<file path="config.mk">
export PLATFORM = sky130hd
export DESIGN_NAME = vec_memory_bus_arbiter
export DESIGN_NICKNAME = d
export VERILOG_FILES = /design/src/rtl/vec_bus_pkg.sv /design/src/rtl/rr_arbiter.sv /design/src/rtl/vec_memory_bus_arbiter.sv
export SDC_FILE = /design/constraint.sdc
export NUM_CORES = 1
export LEC_CHECK = 0
export CORE_AREA = 2 2 292 294
export DETAILED_ROUTE_END_ITERATION = 8
export DIE_AREA = 0 0 294 296
export HOLD_SLACK_MARGIN = 0.02
export PLACE_DENSITY = 0.41
export RECOVER_POWER = 50
export SYNTH_ARGS = -nofsm -noshare
export SYNTH_HDL_FRONTEND = slang
export SYNTH_SLANG_ARGS = --single-unit
</file>
<file path="constraint.sdc">
create_clock -name clk -period 4.9 [get_ports clk]
set_input_delay 0.98 -clock clk [delete_from_list [all_inputs] [get_ports clk]]
set_output_delay 0.98 -clock clk [all_outputs]
set_load 0.01 [all_outputs]
</file>
<file path="src/rtl/vec_bus_pkg.sv">
// Vector memory bus packet types and helpers shared by the vector bus blocks.
package vec_bus_pkg;

  typedef logic [3:0]  BusID;
  typedef logic [63:0] VectorValue;

  typedef enum logic [2:0] {
    vec_idle             = 3'd0,
    read_vec64           = 3'd1,
    write_vec64          = 3'd2,
    read_response_vec64  = 3'd3,
    write_response_vec64 = 3'd4
  } VecBusPacketType;

  typedef struct packed {
    VecBusPacketType ptype;
    BusID            source;
    logic [31:0]     addr;
    VectorValue      data;
  } VecBusPacket;

  localparam int unsigned VecBusPacketWidth = $bits(VecBusPacket);

  typedef enum logic [0:0] {
    RspEmpty = 1'b0,
    RspFull  = 1'b1
  } rsp_state_e;

  function automatic logic is_vec_req_type(VecBusPacketType t);
    return (t == read_vec64) || (t == write_vec64);
  endfunction

  function automatic logic is_vec_rsp_type(VecBusPacketType t);
    return (t == read_response_vec64) || (t == write_response_vec64);
  endfunction

endpackage

</file>
<file path="src/rtl/rr_arbiter.sv">
// Combinational round-robin arbiter: first eligible index at or after ptr, wrapping.
module rr_arbiter #(
  parameter int unsigned N = 4
) (
  input  logic [N-1:0]         eligible,
  input  logic [$clog2(N)-1:0] ptr,
  output logic [N-1:0]         grant,
  output logic [$clog2(N)-1:0] grant_idx
);

  localparam int unsigned IdxW = $clog2(N);

  logic        found;
  int unsigned k;

  always_comb begin
    grant     = '0;
    grant_idx = '0;
    found     = 1'b0;
    k         = 0;
    for (int unsigned off = 0; off < N; off++) begin
      k = 32'(ptr) + off;
      if (k >= N) k = k - N;
      if (!found && eligible[k]) begin
        found     = 1'b1;
        grant[k]  = 1'b1;
        grant_idx = IdxW'(k);
      end
    end
  end

endmodule

</file>
<file path="src/rtl/vec_memory_bus_arbiter.sv">
// Shares one vector memory bus among NUM_REQ requesters: RR request arbitration into a
// one-entry output register, responses routed back by source BusID with per-requester credits.
module vec_memory_bus_arbiter
  import vec_bus_pkg::*;
#(
  parameter int unsigned NUM_REQ   = 4,
  parameter int unsigned BASE_ID   = 0,
  parameter int unsigned MAX_OUTST = 2
) (
  input  logic                                 clk,
  input  logic                                 reset,
  input  logic [NUM_REQ-1:0]                   req_valid,
  input  logic [NUM_REQ*VecBusPacketWidth-1:0] req_pkt,
  output logic [NUM_REQ-1:0]                   req_ready,
  output logic                                 mem_req_valid,
  output logic [VecBusPacketWidth-1:0]         mem_req_pkt,
  input  logic                                 mem_req_ready,
  input  logic                                 mem_rsp_valid,
  input  logic [VecBusPacketWidth-1:0]         mem_rsp_pkt,
  output logic                                 mem_rsp_ready,
  output logic [NUM_REQ-1:0]                   rsp_valid,
  output logic [VecBusPacketWidth-1:0]         rsp_pkt,
  input  logic [NUM_REQ-1:0]                   rsp_ready,
  output logic                                 err_pulse
);

  localparam int unsigned IdxW = $clog2(NUM_REQ);
  localparam int unsigned CntW = $clog2(MAX_OUTST + 1);

  VecBusPacket        req_p [NUM_REQ];
  logic [NUM_REQ-1:0] legal, eligible, illegal, grant, drop_oh, dec;
  logic [IdxW-1:0]    grant_idx, ptr_q, ptr_d;
  logic [CntW-1:0]    outst_q [NUM_REQ];
  logic [CntW-1:0]    outst_d [NUM_REQ];
  logic               can_load, grant_any;

  logic               mem_valid_q, mem_valid_d;
  VecBusPacket        mem_pkt_q, mem_pkt_d;

  rsp_state_e         state_q, state_d;
  logic [IdxW-1:0]    idx_q, idx_d;
  VecBusPacket        rsp_pkt_q, rsp_pkt_d;
  VecBusPacket        rsp_in;
  logic [31:0]        rel;
  logic [IdxW-1:0]    rsp_idx;
  logic               in_range, same_dec, credit_ok, rsp_ok;
  logic               rsp_hs, rsp_take, rsp_err, mem_rsp_ready_int;
  logic [NUM_REQ-1:0] rsp_valid_int;

  assign can_load = !mem_valid_q || mem_req_ready;

  always_comb begin
    for (int i = 0; i < NUM_REQ; i++) begin
      req_p[i]    = req_pkt[i*VecBusPacketWidth +: VecBusPacketWidth];
      legal[i]    = is_vec_req_type(req_p[i].ptype);
      eligible[i] = req_valid[i] && legal[i] && can_load &&
                    (outst_q[i] < CntW'(MAX_OUTST));
      illegal[i]  = req_valid[i] && !legal[i];
    end
  end

  rr_arbiter #(
    .N(NUM_REQ)
  ) u_rr_arbiter (
    .eligible (eligible),
    .ptr      (ptr_q),
    .grant    (grant),
    .grant_idx(grant_idx)
  );

  assign grant_any = |grant;
  // Illegal requests are only flushed on cycles without a grant, lowest index first.
  assign drop_oh   = grant_any ? '0 : (illegal & (~illegal + NUM_REQ'(1)));

  always_comb begin
    mem_valid_d = mem_valid_q && !mem_req_ready;
    mem_pkt_d   = mem_pkt_q;
    ptr_d       = ptr_q;
    if (grant_any) begin
      mem_valid_d      = 1'b1;
      mem_pkt_d        = req_p[grant_idx];
      mem_pkt_d.source = BusID'(BASE_ID + 32'(grant_idx));
      ptr_d            = (grant_idx == IdxW'(NUM_REQ - 1)) ? '0 : grant_idx + IdxW'(1);
    end
  end

  // Response side: decode source into a requester index and qualify against its credits.
  always_comb begin
    rsp_in    = mem_rsp_pkt;
    rel       = 32'(rsp_in.source) - BASE_ID;
    in_range  = (32'(rsp_in.source) >= BASE_ID) && (rel < NUM_REQ);
    rsp_idx   = rel[IdxW-1:0];
    rsp_hs    = (state_q == RspFull) && rsp_ready[idx_q];
    // A credit being returned this cycle by the same requester is no longer available.
    same_dec  = rsp_hs && (idx_q == rsp_idx);
    credit_ok = outst_q[rsp_idx] > CntW'(same_dec);
    rsp_ok    = in_range && is_vec_rsp_type(rsp_in.ptype) && credit_ok;
    mem_rsp_ready_int = (state_q == RspEmpty) || rsp_ready[idx_q];
    rsp_take  = mem_rsp_valid && mem_rsp_ready_int;
  end

  always_comb begin
    state_d   = state_q;
    idx_d     = idx_q;
    rsp_pkt_d = rsp_pkt_q;
    rsp_err   = 1'b0;
    if (rsp_hs) state_d = RspEmpty;
    if (rsp_take) begin
      if (rsp_ok) begin
        state_d   = RspFull;
        idx_d     = rsp_idx;
        rsp_pkt_d = rsp_in;
      end else begin
        rsp_err = 1'b1;
      end
    end
  end

  always_comb begin
    rsp_valid_int = '0;
    if (state_q == RspFull) rsp_valid_int[idx_q] = 1'b1;
    for (int i = 0; i < NUM_REQ; i++) begin
      dec[i] = rsp_valid_int[i] && rsp_ready[i] && (outst_q[i] != '0);
      unique case ({grant[i], dec[i]})
        2'b10:   outst_d[i] = outst_q[i] + CntW'(1);
        2'b01:   outst_d[i] = outst_q[i] - CntW'(1);
        default: outst_d[i] = outst_q[i];
      endcase
    end
  end

  always_ff @(posedge clk) begin
    if (reset) begin
      ptr_q       <= '0;
      mem_valid_q <= 1'b0;
      mem_pkt_q   <= '0;
      state_q     <= RspEmpty;
      idx_q       <= '0;
      rsp_pkt_q   <= '0;
      for (int i = 0; i < NUM_REQ; i++) outst_q[i] <= '0;
    end else begin
      ptr_q       <= ptr_d;
      mem_valid_q <= mem_valid_d;
      mem_pkt_q   <= mem_pkt_d;
      state_q     <= state_d;
      idx_q       <= idx_d;
      rsp_pkt_q   <= rsp_pkt_d;
      for (int i = 0; i < NUM_REQ; i++) outst_q[i] <= outst_d[i];
    end
  end

  // Outputs are forced low while reset is held so nothing leaks out of a flushed state.
  always_comb begin
    req_ready     = reset ? '0 : (grant | drop_oh);
    mem_req_valid = !reset && mem_valid_q;
    mem_req_pkt   = reset ? '0 : mem_pkt_q;
    mem_rsp_ready = !reset && mem_rsp_ready_int;
    rsp_valid     = reset ? '0 : rsp_valid_int;
    rsp_pkt       = reset ? '0 : rsp_pkt_q;
    err_pulse     = !reset && ((|drop_oh) || rsp_err);
  end

endmodule

</file>
---- Word level (Yosys, flattened, before mapping) ----
Memories as Yosys holds them, arrays and structs flattened.
Cells that the tools add are included.
storage, ports and cells
  logic and storage cells ................. 211
  register bits ........................... 210
  bits in writable memories ............... 8
  memories ................................ 1
memory list
  memory   words  bits a word  read ports  clocked after Yosys merged registers in  write ports  line                          text
  outst_q  4      2            5           0                                        4            vec_memory_bus_arbiter.sv:33  logic [CntW-1:0] outst_q [NUM_REQ];
operators by class
  multiplexer cells ....................... 62
  add/subtract/negate cells ............... 17
  equality and inequality tests ........... 20
  bitwise operators ....................... 12
  reductions and logical operators ........ 66
  magnitude comparators ................... 21
operator list
  operator                 count
  $mux W103                4
  $bmux W103 S2            1
  $ge A32 B1 Y1 const B    4
  $lt A32 B3 Y1 const B    4
  $mux W32                 4
  $ge A32 B3 Y1 const B    3
  $sub A32 B3 Y32 const B  3
  $logic_and A1 B1 Y1      41
  $mux W4                  8
  $mux W1                  22
  $mux W2                  9
  $or A4 B4 Y4             4
  $pmux W2 S2              4
  $eq A3 B2 Y1 const B     5
  $eq A3 B1 Y1 const B     4
  $add A2 B1 Y2 const B    5
  $bmux W1 S2              5
  $demux W1 S2             5
  $eq A2 B2 Y1 const B     5
  $logic_not A1 Y1         10
  $eq A2 B1 Y1 const B     4
  $logic_or A1 B1 Y1       8
  $lt A2 B2 Y1 const B     4
  $reduce_bool A2 Y1       4
  other kinds (20)         28

---- Depth between registers and ports, before layout ----
Gate-level depths: netlist of the first run.
  depth in word-level cells ............... 22
  depth in mapped cells ................... 15
  depth with buffers taken out ............ 11

---- Modules after synthesis ----
From an unflattened synthesis of the first run, not the netlist that was laid out.
unflattened totals
  cells, all modules ...................... 1301
  area total of the unflattened synthesis .. 12881.1 um^2
modules (own cells, without submodules)
  module                  instances  cells an instance  area an instance (um^2)
  vec_memory_bus_arbiter  1          1252               12424.4
  rr_arbiter              1          49                 456.7

---- Worst setup path after synthesis of the first run ----
No wires, ideal clock.
  kind .................................... input to output
  start ................................... input port req_pkt[100]
  end ..................................... output port req_ready[2]
  data arrival time ....................... 3.465 ns
  slack ................................... 0.455 ns
  data required time ...................... 3.920 ns
  cell stages on the path ................. 10
  path through ............................ xnor2_1 or4_1 clkbuf_1 nand2_1 o41ai_1 o22a_1 a2111oi_2 nand4_2 or3_1 a21oi_1
on the way
  word-level cells in the longest chain between the ends .. 21
  elaborated cells on any way between the ends .. 39
ends and longest elaborated chain
  what                                                 line                           text
  start, declared                                      vec_memory_bus_arbiter.sv:13   input logic [NUM_REQ*VecBusPacketWidth-1:0] req_pkt,
  $eq A3 B1 Y1 / $eq A3 B2 Y1 (equally long branches)  vec_bus_pkg.sv:30              return (t == read_vec64) || (t == write_vec64);
  $logic_or A1 B1 Y1 (*)                               vec_bus_pkg.sv:30
  $logic_and A1 B1 Y1 (3 in a row)                     vec_memory_bus_arbiter.sv:56   eligible[i] = req_valid[i] && legal[i] && can_load &&
  $bmux W1 S2                                          rr_arbiter.sv:24               if (!found && eligible[k]) begin
  $mux W1 (implied by the code)                        rr_arbiter.sv:24
  $mux W1                                              rr_arbiter.sv:24
  $logic_not A1 Y1                                     rr_arbiter.sv:24
  $logic_and A1 B1 Y1                                  rr_arbiter.sv:24
  [3 not listed]                                       -
  $mux W1                                              rr_arbiter.sv:24
  $logic_not A1 Y1                                     rr_arbiter.sv:24
  $logic_and A1 B1 Y1                                  rr_arbiter.sv:24
  $mux W4                                              rr_arbiter.sv:24
  $reduce_or A4 Y1                                     vec_memory_bus_arbiter.sv:71   assign grant_any = |grant;
  $mux W4                                              vec_memory_bus_arbiter.sv:73   assign drop_oh = grant_any ? '0 : (illegal & (~illegal + NUM_REQ'(1)));
  $or A4 B4 Y4 (*)                                     vec_memory_bus_arbiter.sv:154  req_ready = reset ? '0 : (grant | drop_oh);
  $mux W4 (*)                                          vec_memory_bus_arbiter.sv:154
  end, declared                                        vec_memory_bus_arbiter.sv:14   output logic [NUM_REQ-1:0] req_ready,
Mark *: on every way between the ends. The rest lies on a longest branch, timed or not. The select of a mux whose other input is x is not followed.

---- Worst setup path in the final report of the first run ----
  start ................................... input port req_pkt[203]
  end ..................................... output port req_ready[3]
The elaborated chain is that of the path after synthesis.

==> results of run 1 <==
-- routing by layer --
layer  up-vias  wire length, µm
met1      7387            29300
li1       7787                -
met5         -               69
met4        10             1130
met3        70             6180
met2       595            33600
-- kinds of logic (layout without fill, tap and decap cells) --
logic type,after synthesis,after routing,synth area share
buf+inv,166,880,0.0512
compound gates,250,250,0.107
simple gates,1283,1283,0.465
fa+ha+maj,12,12,0.0119
flops,216,216,0.343
mux,9,9,0.0122
other cells,1,6,0.000297
xor+xnor,14,14,0.00971
-- cell type report --
class,count,area (µm²)
clock buffers,43,838
fillers,9259,61600
flip-flops and latches,216,4320
repair buffers,825,8150
inverters,3,11.3
multi-input cells,1570,7820
clock inverters,9,48.8
well taps,1090,1360
diodes,4,10.0
-- registers in the layout, summed over array words and instances, names as in the netlist, named ones only --
name,count
rsp_pkt_q,102
mem_pkt_q,101
outst_q,8
idx_q,1
mem_valid_q,1
ptr_q,1
state_q,1
-- power by group through the flow --
stage               combinational, mW  sequential, mW  clock, mW
global route                     5.40            2.45       2.20
detailed placement               4.95            2.43          0
CTS                              5.03            2.40       2.15
global placement                 4.94            2.42          0
finish                           4.87            2.40       2.04
floorplan                        2.63            2.36          0
-- worst max-delay path, cell delays in order --
cell	delay (ns)
clkdlybuf4s50_1	0.55
xor2_1	0.22
nand4b_1	0.20
mux2i_1	0.20
mux2_4	0.22
nor2_1	0.07
a222oi_1	0.34
buf_4	0.20
nand4_4	0.14
or3_1	0.41
a21oi_2	0.15
buf_2	0.15
-- layout by cell type, fill, tap and decap left out, types with 3 or more instances in the layout --
cell type,instances
a21oi_1,211
a311oi_1,3
and4b_1,3
clkinv_2,8
clkbuf_8,6
ha_1,12
mux4_2,5
xor2_1,5
buf_4,74
nand2b_1,6
or3_1,6
clkbuf_4,4
nand4_1,3
mux2i_1,3
clkbuf_1,14
nand2_1,707
o21ai_0,6
dlymetal6s2s_1,6
diode_2,4
nor3_1,3
clkbuf_16,29
nor3b_1,3
nand4b_1,5
xnor2_1,6
nor2_1,23
dlygate4sd3_1,92
dfxtp_1,216
nor2b_1,210
buf_12,14
and2_1,3
clkdlybuf4s50_1,618
buf_2,5
a211oi_1,7
nand3_1,294
-- final timing paths --
check | startpoint | end | cells after the start
hold / removal | mem_pkt_q[48] | mem_pkt_q[48] | 2
hold reg to reg | mem_pkt_q[48] | mem_pkt_q[48] | 2
setup reg to reg | outst_q[0][1] | mem_pkt_q[81] | 12
setup / recovery | req_pkt[203] | req_ready[3] | 12
-- per-stage QoR --
step                      cell area [µm²]  setup TNS, ns
final                               22600              0
after global routing                22600              0
after CTS                           22600              0
after detailed placement            21600          -8.37
after global placement              21600          -4.71
after floorplan                     12600              0
-- timing repair --
item,4_1_cts,5_1_grt
endpoints found under the setup margin,5,5
hold buffers,0,0
gates resized for setup,41,16
pin swaps,10,11
buffers inserted,7,1
==> flow_summary.json, run 1 <==
{
  "status": "finished clean",
  "yosys.area.top_type": "dfxtp_1",
  "p_leak_nw": 8.62,
  "cp.arrival_ns": 3.81,
  "clock-sinks": 216,
  "overflow": 0,
  "clkSlewWorstSetupHoldPaths_ns": 0.06,
  "holdWs_ns": 0.446,
  "top_usage_layer": "met2",
  "mappedNetlistArea_um2": 12600,
  "ir_drop_mv": 0.313,
  "ys_top_cells_by_area": "dfxtp_1 (34%), nand2_1 (21%), nand3_1 (12%)",
  "via_count": 15849,
  "synthDistinctLibCells": 51,
  "cts_buffers": 29,
  "met3_usage": 0.0456,
  "grt_antenna_before_repair": 16,
  "place.gp.congestion": 0.880,
  "p_sw_frac": 0.421,
  "core_area_um2": 84200,
  "synth-seq-cells": 216,
  "synth_enable_flop_cells": 0,
  "htree_num_levels": 1,
  "ys_async_sr_fraction": 0,
  "die-height_um": 296,
  "yosys-top-cells-count": "nand2_1 (708), nand3_1 (294), dfxtp_1 (216)",
  "grtUsageMet1": 0.185,
  "grt_pass1_vias": 15718,
  "worst_pin_slew_ns": 1.36,
  "critPathMaxFanout": 6,
  "synth_top_area_share": 0.343,
  "period_minus_slack_ns": 4.79,
  "ant_nets": 0,
  "start_kind": "primary input",
  "maxSlewHeadroom": 0.0957,
  "routedWlPerCell_um": 18.7,
  "grt_max_degree": 105,
  "die_x_um": 294,
  "fin_util": 0.268,
  "cp-end-kind": "output port",
  "hold_class": "flip-flop to flip-flop",
  "regToRegSetupSlack_ns": 0.66,
  "total_power_mw": 9.30,
  "place_ws_ns": -0.695,
  "combPwrFrac": 0.523,
  "hold_violations": 0,
  "drt_pre_antenna_iters": 6,
  "met2_usage": 0.263,
  "clock_path_buffers": 3,
  "crit_required_ns": 3.92,
  "post-synth-top-count-cell": "nand2_1",
  "fin_crit_sh": 0.978,
  "power_density_nw_per_um2": 412,
  "gr-usage-all-layers": 0.152,
  "ioPinCount": 744,
  "setup_viol": 0,
  "synth-main-ff-cell": "dfxtp_1",
  "fin_skew_ns": 0.0166,
  "syn_to_final_growth_pct": 78.8,
  "drc_errors": 0,
  "drt-total-wl_mm": 70.3,
  "cap_violations": 0,
  "layout_setup_ws_ns": 0.107,
  "drive_gt1_frac": 0.0660,
  "grt_pass1_wl_mm": 101,
  "ys.warnings.count": 0,
  "nNetsFinal": 3184,
  "rsz0062_at_grt": "no",
  "cts_tree": "built",
  "yosysSeqAreaShare": 0.343,
  "dp_cells": 3696,
  "seq_power_share": 0.258,
  "power_switching_mw": 3.91,
  "p_int_mw": 5.39,
  "power_frac_clock": 0.219,
  "instances_no_fill": 3760,
  "cts-root-buf": "clkbuf_16",
  "initial_core_util": 0.150,
  "io_buffers": 725,
  "avgSynthCellArea_um2": 6.47,
  "drt-vias-per-instance": 4.22,
  "dp_hpwl_mm": 54.7,
  "clkLatencyLatePin_ns": 0.57,
  "dieArea_um2": 87000,
  "slew_violations": 0,
  "fmax_mhz": 209,
  "syn_inst": 1951,
  "path_class": "primary input to output port",
  "fp-row-count": 107,
  "drt_iter0_markers": 703
}
Power figures use the tool's default switching activity.
==> run 2: changes to the inputs <==
--- a/config.mk
+++ b/config.mk
@@ -5,6 +5,7 @@
 export SDC_FILE = /design/constraint.sdc
 export NUM_CORES = 1
 export LEC_CHECK = 0
+export ABC_CLOCK_PERIOD_IN_PS = 4900
 export CORE_AREA = 2 2 292 294
 export DETAILED_ROUTE_END_ITERATION = 8
 export DIE_AREA = 0 0 294 296
==> results of run 2 <==
Same layout as run 1: the final DEF is identical, and so are final timing and power.
==> run 3: changes to the inputs <==
--- a/config.mk
+++ b/config.mk
@@ -10,7 +10,7 @@
 export DETAILED_ROUTE_END_ITERATION = 8
 export DIE_AREA = 0 0 294 296
 export HOLD_SLACK_MARGIN = 0.02
-export PLACE_DENSITY = 0.41
+export PLACE_DENSITY = 0.45
 export RECOVER_POWER = 50
 export SYNTH_ARGS = -nofsm -noshare
 export SYNTH_HDL_FRONTEND = slang
==> run 3 against run 2 <==
- utilization up 0.18 points
- die area unchanged
- clock power up 6%
- cell count up 0.29%
- register-to-register slack better by 0.13 ns
- sequential share of layout area down 0.13 points
- clock-buffer cell count up 4
- sequential power about the same
==> flow_summary.json, run 3 (synthesis results as in run 1) <==
{
  "io_buffers": 725,
  "worst_pin_slew_ns": 1.40,
  "grt_antenna_before_repair": 18,
  "crit_family": "simple AND/OR/NAND/NOR gates",
  "hold_class": "flip-flop to flip-flop",
  "slew_violations": 0,
  "start_kind": "primary input",
  "crit_required_ns": 3.92,
  "nNetsFinal": 3198,
  "clkLatencyLatePin_ns": 0.58,
  "power_density_nw_per_um2": 417,
  "ir_drop_mv": 0.471,
  "drt-vias-per-instance": 4.10,
  "drc_errors": 0,
  "placed_area_um2": 21700,
  "fp-row-count": 107,
  "die-height_um": 296,
  "cts-root-buf": "clkbuf_16",
  "slowest_delay_ns": 0.55,
  "fin_util": 0.270,
  "fmax_mhz": 209,
  "mostFrequentLayoutCells": "nand2_1 (707), clkdlybuf4s50_1 (548), nand3_1 (293), dfxtp_1 (216), a21oi_1 (210)",
  "crit_buf_inv": 3,
  "crit_chain": "clkdlybuf4s50_1 > or4_4 > mux4_2 > nand2_1 > nor2_2 > o22ai_2 > buf_4 > nand4_4 > or3_4 > a21oi_4 > buf_6",
  "clock-sinks": 216,
  "htree_num_levels": 1,
  "cap_violations": 0,
  "layout_commonest_cell": "nand2_1",
  "p_leak_nw": 8.92,
  "dp_cells": 3710,
  "grt_pass1_wl_mm": 100,
  "gr-usage-all-layers": 0.153,
  "fin_crit_sh": 0.977,
  "setup_viol": 0,
  "drt-total-wl_mm": 70.3,
  "path_class": "primary input to output port",
  "cp_slowest_cell": "mux4_2",
  "ant_nets": 0,
  "die_x_um": 294,
  "clock_path_buffers": 3,
  "cp.arrival_ns": 3.81,
  "clkSlewWorstSetupHoldPaths_ns": 0.06,
  "initial_core_util": 0.150,
  "syn_to_final_growth_pct": 79.9,
  "fin_skew_ns": 0.0126,
  "cts.hold.buffers_added": 0,
  "instances_no_fill": 3771,
  "cp-end-kind": "output port",
  "grt_max_degree": 91,
  "cts_buffers": 29,
  "maxSlewHeadroom": 0.0639,
  "dieArea_um2": 87000,
  "period_minus_slack_ns": 4.79,
  "final_cell_area_um2": 22700,
  "cts_tree": "built",
  "dp_hpwl_mm": 54.9,
  "largest_register_ffs": 102,
  "via_count": 15475,
  "place.gp.congestion": 0.807,
  "hold_violations": 0,
  "critPathMaxFanout": 6,
  "top_register": "rsp_pkt_q",
  "drive_gt1_frac": 0.0705,
  "biggestRegsByFlops": "rsp_pkt_q x102, mem_pkt_q x101, outst_q x8",
  "routedWlPerCell_um": 18.6,
  "tns_ns": 0,
  "grt_pass1_vias": 15086,
  "core_area_um2": 84200,
  "status": "finished clean",
  "overflow": 0,
  "ioPinCount": 744,
  "drt_iter0_markers": 670,
  "drt_pre_antenna_iters": 5
}
==> run 3: changes by cell type in the layout (fill, tap and decap cells not counted), moves of 4 or more <==
cell             delta
clkdlybuf4s50_1    -70
buf_4               +7
dlygate4sd2_1       +4
clkinv_2            -6
clkbuf_8            +5
clkbuf_2            +5
dlygate4sd3_1      +68
clkbuf_1            +4
==> run 3: power breakdown <==
part | leakage (nW) | switching [mW] | total [mW] | internal [mW]
clock | 0.471 | 0.868 | 2.17 | 1.30
sequential | 1.76 | 0.199 | 2.39 | 2.19
combinational | 6.69 | 2.89 | 4.92 | 2.03
total | 8.92 | 3.96 | 9.48 | 5.51
==> run 3: per-stage QoR <==
| stage | total power, mW | worst slack (ns) | hold slack [ns] |
|---|---|---|---|
| final | 9.48 | 0.111 | 0.445 |
| after global placement | 7.42 | -0.751 | 0.435 |
| after detailed placement | 7.41 | -0.726 | 0.440 |
| after global routing | 10.2 | -0.0117 | 0.456 |
| after floorplan | 5.00 | 0.455 | 0.427 |
| after CTS | 9.74 | 0.000977 | 0.447 |
==> run 3: routing by layer <==
| layer | GRT usage | share of wire | vias up |
|---|---|---|---|
| li1 | - | - | 7828 |
| met1 | 0.189 | 0.43 | 7018 |
| met2 | 0.257 | 0.46 | 532 |
| met3 | 0.0528 | 0.091 | 81 |
| met4 | 0.0291 | 0.017 | 16 |
| met5 | 0 | 0.0015 | - |
==> run 3: worst paths after layout <==
path                 startpoint            end  slack [ns]  cells past startpoint
hold / removal    mem_pkt_q[77]  mem_pkt_q[77]        0.44                      2
hold reg to reg   mem_pkt_q[77]  mem_pkt_q[77]        0.44                      2
setup reg to reg  outst_q[0][1]   mem_pkt_q[1]        0.79                     14
setup / recovery   req_pkt[102]   req_ready[3]        0.11                     11
==> run 3: final cells by class <==
type,instances,area [µm²]
Antenna cell,1,2.50
Clock buffer,47,903
Clock inverter,5,56.3
Fill cell,9393,61500
Inverter,3,11.3
Multi-Input combinational cell,1570,7840
Sequential cell,216,4320
Tap cell,1090,1360
Timing Repair Buffer,839,8220
==> run 3: what timing repair did <==
| item | CTS | global route |
|---|---|---|
| resized for setup | 41 | 16 |
| cloned | 0 | 0 |
| pin swaps | 9 | 11 |
| setup endpoints to repair | 5 | 5 |
| buffers inserted | 5 | 3 |
==> run 3: worst reg2reg max path, cell delays in order (launching register included) <==
cell and delay, ns:
dfxtp_1 0.35, nand2b_1 0.17, or4_4 0.58, mux4_2 0.55, o21bai_1 0.19, mux2i_1 0.16, a2111oi_2 0.07, buf_4 0.15
nand4_4 0.11, buf_4 0.14, buf_4 0.38, buf_4 0.64, nand3_1 0.24, buf_4 0.18, a21oi_1 0.12
